`src/rtl/sobel_window_mag.sv`:
```
// Streaming 3x3 Sobel edge detector: shifts pixel columns into a window, then
// computes the saturated |Gx|+|Gy| magnitude and an edge flag in two stages.
module sobel_window_mag #(
  parameter int DATA_WIDTH = 8,
  parameter int IMG_WIDTH  = 128,
  parameter int THRESHOLD  = 64
) (
  input  logic                         clk,
  input  logic                         rst_n,
  input  logic                         valid_in,
  input  logic [DATA_WIDTH-1:0]        row0,
  input  logic [DATA_WIDTH-1:0]        row1,
  input  logic [DATA_WIDTH-1:0]        row2,
  input  logic                         rows_valid,
  output logic                         out_valid,
  output logic [DATA_WIDTH-1:0]        dout,
  output logic                         is_edge,
  output logic [$clog2(IMG_WIDTH)-1:0] out_col
);

  localparam int COL_W = $clog2(IMG_WIDTH);
  localparam int GW    = DATA_WIDTH + 3;
  localparam logic [DATA_WIDTH-1:0] THR = DATA_WIDTH'(THRESHOLD);

  logic [DATA_WIDTH-1:0] r_win [3][3];
  logic [COL_W-1:0]      r_col;
  logic                  r_wvalid;
  logic [COL_W-1:0]      r_wcol;

  logic signed [GW-1:0]  r_gx;
  logic signed [GW-1:0]  r_gy;
  logic                  r_v1;
  logic [COL_W-1:0]      r_col1;

  logic signed [GW-1:0]  w_gx;
  logic signed [GW-1:0]  w_gy;
  logic [GW-1:0]         w_absGx;
  logic [GW-1:0]         w_absGy;
  logic [GW-1:0]         w_mag;
  logic [DATA_WIDTH-1:0] w_sat;

  function automatic logic signed [GW-1:0] ext(input logic [DATA_WIDTH-1:0] v);
    return {3'b000, v};
  endfunction

  // Window only valid once three columns of the current row have been seen.
  always_ff @(posedge clk or negedge rst_n) begin
    if (!rst_n) begin
      for (int r = 0; r < 3; r++)
        for (int c = 0; c < 3; c++)
          r_win[r][c] <= '0;
      r_col    <= '0;
      r_wvalid <= 1'b0;
      r_wcol   <= '0;
    end else if (valid_in) begin
      for (int r = 0; r < 3; r++) begin
        r_win[r][0] <= r_win[r][1];
        r_win[r][1] <= r_win[r][2];
      end
      r_win[0][2] <= row0;
      r_win[1][2] <= row1;
      r_win[2][2] <= row2;
      r_wvalid    <= rows_valid && (r_col >= COL_W'(2));
      r_wcol      <= r_col - COL_W'(1);
      r_col       <= (r_col == COL_W'(IMG_WIDTH - 1)) ? '0 : r_col + COL_W'(1);
    end else begin
      r_wvalid <= 1'b0;
    end
  end

  assign w_gx = (ext(r_win[0][2]) + ext(r_win[1][2]) + ext(r_win[1][2]) + ext(r_win[2][2]))
              - (ext(r_win[0][0]) + ext(r_win[1][0]) + ext(r_win[1][0]) + ext(r_win[2][0]));
  assign w_gy = (ext(r_win[2][0]) + ext(r_win[2][1]) + ext(r_win[2][1]) + ext(r_win[2][2]))
              - (ext(r_win[0][0]) + ext(r_win[0][1]) + ext(r_win[0][1]) + ext(r_win[0][2]));

  always_ff @(posedge clk or negedge rst_n) begin
    if (!rst_n) begin
      r_gx   <= '0;
      r_gy   <= '0;
      r_v1   <= 1'b0;
      r_col1 <= '0;
    end else begin
      r_gx   <= w_gx;
      r_gy   <= w_gy;
      r_v1   <= r_wvalid;
      r_col1 <= r_wcol;
    end
  end

  // |G| of an 8-bit Sobel never exceeds 2040, so GW bits hold the sum exactly.
  assign w_absGx = r_gx[GW-1] ? -r_gx : r_gx;
  assign w_absGy = r_gy[GW-1] ? -r_gy : r_gy;
  assign w_mag   = w_absGx + w_absGy;
  assign w_sat   = (|w_mag[GW-1:DATA_WIDTH]) ? '1 : w_mag[DATA_WIDTH-1:0];

  always_ff @(posedge clk or negedge rst_n) begin
    if (!rst_n) begin
      out_valid <= 1'b0;
      dout      <= '0;
      is_edge   <= 1'b0;
      out_col   <= '0;
    end else begin
      out_valid <= r_v1;
      dout      <= w_sat;
      is_edge   <= (w_sat >= THR);
      out_col   <= r_col1;
    end
  end

endmodule

```
`config.mk`:
```
export PLATFORM = sky130hd
export DESIGN_NAME = sobel_window_mag
export DESIGN_NICKNAME = d
export VERILOG_FILES = /design/src/rtl/sobel_window_mag.sv
export SDC_FILE = /design/constraint.sdc
export NUM_CORES = 1
export LEC_CHECK = 0
export ABC_CLOCK_PERIOD_IN_PS = 4600
export CORE_MARGIN = 2
export CORE_UTILIZATION = 55
export DETAILED_ROUTE_END_ITERATION = 7
export HOLD_SLACK_MARGIN = 0.03
export PLACE_DENSITY = 0.76
export SYNTH_ARGS = -nofsm -noshare
export SYNTH_HDL_FRONTEND = slang
export SYNTH_SLANG_ARGS = --single-unit
```
`constraint.sdc`:
```
create_clock -name clk -period 4.6 [get_ports clk]
set_clock_uncertainty 0.1 [all_clocks]
set_input_delay 0.92 -clock clk [delete_from_list [all_inputs] [get_ports clk]]
set_output_delay 0.92 -clock clk [all_outputs]
set_load 0.005 [all_outputs]
```
# Yosys cells after proc, flatten, opt, wreduce, memory -nomap -nowiden
# Cells that the tools add are included.
# word_totals
word_cells,49
inputBits,28
out_inout_bits,17
ff_bits,134
# classes
n_lt_le_gt_ge,2
add_sub_neg,19
reduce_logical,2
eq_ne,1
n_mux,5
# ops
cell,count
10-bit by 8-bit adder with 11-bit output,4
9-bit by 8-bit adder with 10-bit output,4
8-bit by 8-bit adder with 9-bit output,4
11-bit 2-to-1 mux,2
11-bit negator,2
11-bit subtractor,2
11-bit adder,1
"8-bit by 7-bit >= comparator with 1-bit output, second input constant",1
8-bit 2-to-1 mux,1
"7-bit by 1-bit adder with 7-bit output, second input constant",1
"7-bit equality test, second input constant",1
"7-bit by 2-bit >= comparator with 1-bit output, second input constant",1
7-bit 2-to-1 mux,1
"7-bit by 1-bit subtractor with 7-bit output, second input constant",1
3-bit OR reduction,1
1-bit logical AND,1
1-bit 2-to-1 mux,1

# Depth between registers and ports, before layout
# depth
word_depth,6
mapped_depth,16
mapped_depth_nobuf,16

# Least setup slack after synthesis
# OpenSTA, ideal clock, no wires.
# synth_path
path_kind,register to register
startpoint,reg r_win[1] (netlist name)
endpoint,reg r_gx[9]
required_time_ps,4420
setup_slack_ps,123
setup_ps,80
path_buffers,0
period_less_slack_ps,4477
path_stages_with_launch,17
t_arrival_ps,4297
cell_sequence,dfrtp_1 inv_1 fa_1 fa_1 inv_1 fa_1 inv_1 fa_1 inv_1 ha_1 fa_1 a21o_1 a21oi_1 o21ai_0 or4_1 o311ai_0 xnor2_1
# synth_between
elab_chain_len,2
# synth_lines
element,line,text
start: declaration,25,logic [DATA_WIDTH-1:0] r_win [3][3];
start signal: indexed assignment,57,r_win[r][0] <= r_win[r][1];
start signal: indexed assignment,58,r_win[r][1] <= r_win[r][2];
10-bit by 8-bit adder with 11-bit output,71,assign w_gx = (ext(r_win[0][2]) + ext(r_win[1][2]) + ext(r_win[1][2]) + ext(r_win[2][2]))
11-bit subtractor,72,- (ext(r_win[0][0]) + ext(r_win[1][0]) + ext(r_win[1][0]) + ext(r_win[2][0]));
net w_gx[9],35,logic signed [GW-1:0] w_gx;
end signal: assignment,83,r_gx <= w_gx;
end: declaration,30,logic signed [GW-1:0] r_gx;
# The timed path passes the listed nets, and every way through them passes these cells.
# A chain may end at the register's enable or synchronous reset.

# Final worst setup path
# Same ends and word-level chain as after synthesis.

==> results_dict.tcl <==
set metrics [dict create \
    synth_area_leaders "dfrtp_1, fa_1, ha_1" \
    path_class "register to register" \
    grt_pass1_wl_mm 25.3 \
    hold_viol 0 \
    end_kind "register" \
    synth_cell_types 45 \
    rsz0062_at_grt "yes" \
    required_ns 4.80 \
    dieArea_mm2 0.0155 \
    fin_crit_sh_pct 97.4 \
    status "finished clean" \
    cts_buffers 17 \
    async_flop_share_pct 100 \
    ys_seq_area_share_pct 41.9 \
    ys.warnings.count 0 \
    fin_crit_ns 4.48 \
    vias 5155 \
    via_per_inst 5.19 \
    synth_ff_type "dfrtp_1" \
    yosysTopAreaCell "dfrtp_1" \
    ant_nets 0 \
    synth_edf_count 0 \
    portBuffers 44 \
    antenna_found_initial 0 \
    drc_errors 0 \
    synth_nets 884 \
    cts.htree.levels 4 \
    place.gp.congestion 0.836 \
    slew_viol_final 0 \
    clk-insertion-delay-late_ns 0.42 \
    cp-start-kind "register" \
    wire_per_inst_um 14.6 \
    crit_path_max_fanout 2 \
    core_area_mm2 0.0144 \
    clock.fmax_mhz 223 \
    synth_area_mm2 0.00800 \
    yosysMostFrequentCell "inv_1" \
    ios 45 \
    wl_mm 14.5 \
    firstDrtPassIters 5 \
    drive_above_1_share_pct 12.1 \
    clock_path_buffers 2 \
    synth_cells 746 \
    die_w_um 125 \
    avgSynthCellArea_um2 10.7 \
    cts_sinks 134 \
    syn2layout_area_growth_pct 15.9 \
    fp-row-count 44 \
    root_buffer "clkbuf_16" \
    tightest_slew_ns 1.00 \
    synth_top_area_share_pct 41.9 \
    hpwl_mm 10.6 \
    clk_pin_slew_ns 0.06 \
    cts_tree "yes" \
    crit_arrival_ns 4.68 \
    diodes 0 \
    hold_slack_ns 0.247 \
    die_y_um 125 \
    grt_max_degree 112 \
    ctsHoldBuffers 0 \
    grt_usage_pct 20.2 \
    synth_common_cells "inv_1, dfrtp_1, nand2_1, fa_1, o21ai_0" \
    ys_seq_elements 134 \
    maxCapViolations 0 \
    initial_core_util_pct 55.7 \
    finalSetupViolCount 0 \
    grt-ovfl-total 0 \
    holdCritPathClass "register to register" \
    maxSlewHeadroom_pct 33.2 \
    fin_nets 935 \
    drtIter0Drc 256 \
    grt_pass1_vias 5494 \
]
## per-stage QoR
stage | util (%) | setup TNS [ns] | setup WS [ns] | cell area, µm² | instances
after floorplan | - | 0 | 0.123 | 8000 | 746
after global placement | 60.1 | -0.0137 | -0.0137 | 8640 | 960
after CTS | 64.1 | 0 | 0.0185 | 9220 | 992
final | 64.6 | 0 | 0.119 | 9280 | 994
after global routing | 64.6 | -0.0514 | -0.0389 | 9280 | 994
after detailed placement | 60.1 | -0.123 | -0.105 | 8640 | 960
## cells by family after synthesis
logic type | Yosys count | synth area share, %
simple gates | 149 | 9.01
xor+xnor | 45 | 4.93
buf+inv | 160 | 7.51
compound gates | 111 | 8.35
fa+ha+maj | 110 | 23.1
mux | 37 | 5.18
flops | 134 | 41.9
## registers in the layout (all words and copies together) (netlist names), 7 cells and up
register and cells:
dout 8, r_wcol 7, r_win 72, r_gx 11
r_col 7, r_gy 11, out_col 7, r_col1 7
## per-layer routing
| layer | routed length (µm) | vias up | global-route usage, % |
|---|---|---|---|
| li1 | - | 2475 | - |
| met1 | 6230 | 2550 | 26.6 |
| met2 | 7510 | 108 | 33.1 |
| met3 | 554 | 22 | 5.11 |
| met4 | 227 | 0 | 6.41 |
| met5 | 0 | - | 0 |
## critical path, stage by stage (launching register included)
cell and delay (ns):
dfrtp_1 0.38, inv_1 0.09, fa_1 0.43, fa_1 0.50
inv_1 0.06, fa_1 0.53, inv_1 0.06, fa_1 0.51
inv_1 0.05, ha_2 0.19, fa_2 0.37, a21o_1 0.19
a21oi_2 0.18, o21ai_2 0.07, or4_1 0.42, o311ai_2 0.11
xnor2_1 0.11
## cells in the final DEF (no fill, tap or decap), types with 8 or more instances in the layout
master | synthesis | final
mux2_2 | 35 | 35
a21oi_1 | 17 | 15
xor2_1 | 10 | 10
nand2b_1 | 11 | 11
o21ai_0 | 54 | 50
nor2_1 | 26 | 26
dfrtp_1 | 134 | 134
buf_4 | 0 | 8
nor3_1 | 8 | 8
ha_1 | 47 | 45
clkbuf_16 | 0 | 17
clkdlybuf4s50_1 | 0 | 42
nand2_1 | 68 | 68
nand3_1 | 9 | 9
inv_1 | 141 | 139
xnor2_1 | 35 | 35
fa_1 | 63 | 62
## cell type report
type / count / area, µm²
fillers: 1078 / 5090
clock inverters: 13 / 121
repair buffers: 51 / 492
well taps: 184 / 230
flip-flops and latches: 134 / 3350
multi-input cells: 452 / 4100
clock buffers: 19 / 453
inverters: 141 / 529
## worst paths after layout
path / startpoint / to / slack (ns) / cells past startpoint
worst min-delay path: r_v1 / out_valid / 0.25 / 0
min in group asynchronous: rst_n / dout[3] / 0.51 / 1
max in group asynchronous: rst_n / r_win[31] / 2.93 / 2
worst max-delay path: r_win[1] / r_gx[9] / 0.12 / 16
worst max register to register: r_win[1] / r_gx[9] / 0.12 / 16
worst min register to register: r_v1 / out_valid / 0.25 / 0
## timing repair
item | 4_1_cts | 5_1_grt
pin swaps | 0 | 9
setup buffers | 0 | 2
gates cloned | 0 | 0
gates resized for setup | 4 | 17
endpoints found under the setup margin | 2 | 4
Power is left out: the tool's default activity adds up to more than one toggle a clock period on the data nets, which glitch-free logic cannot reach.
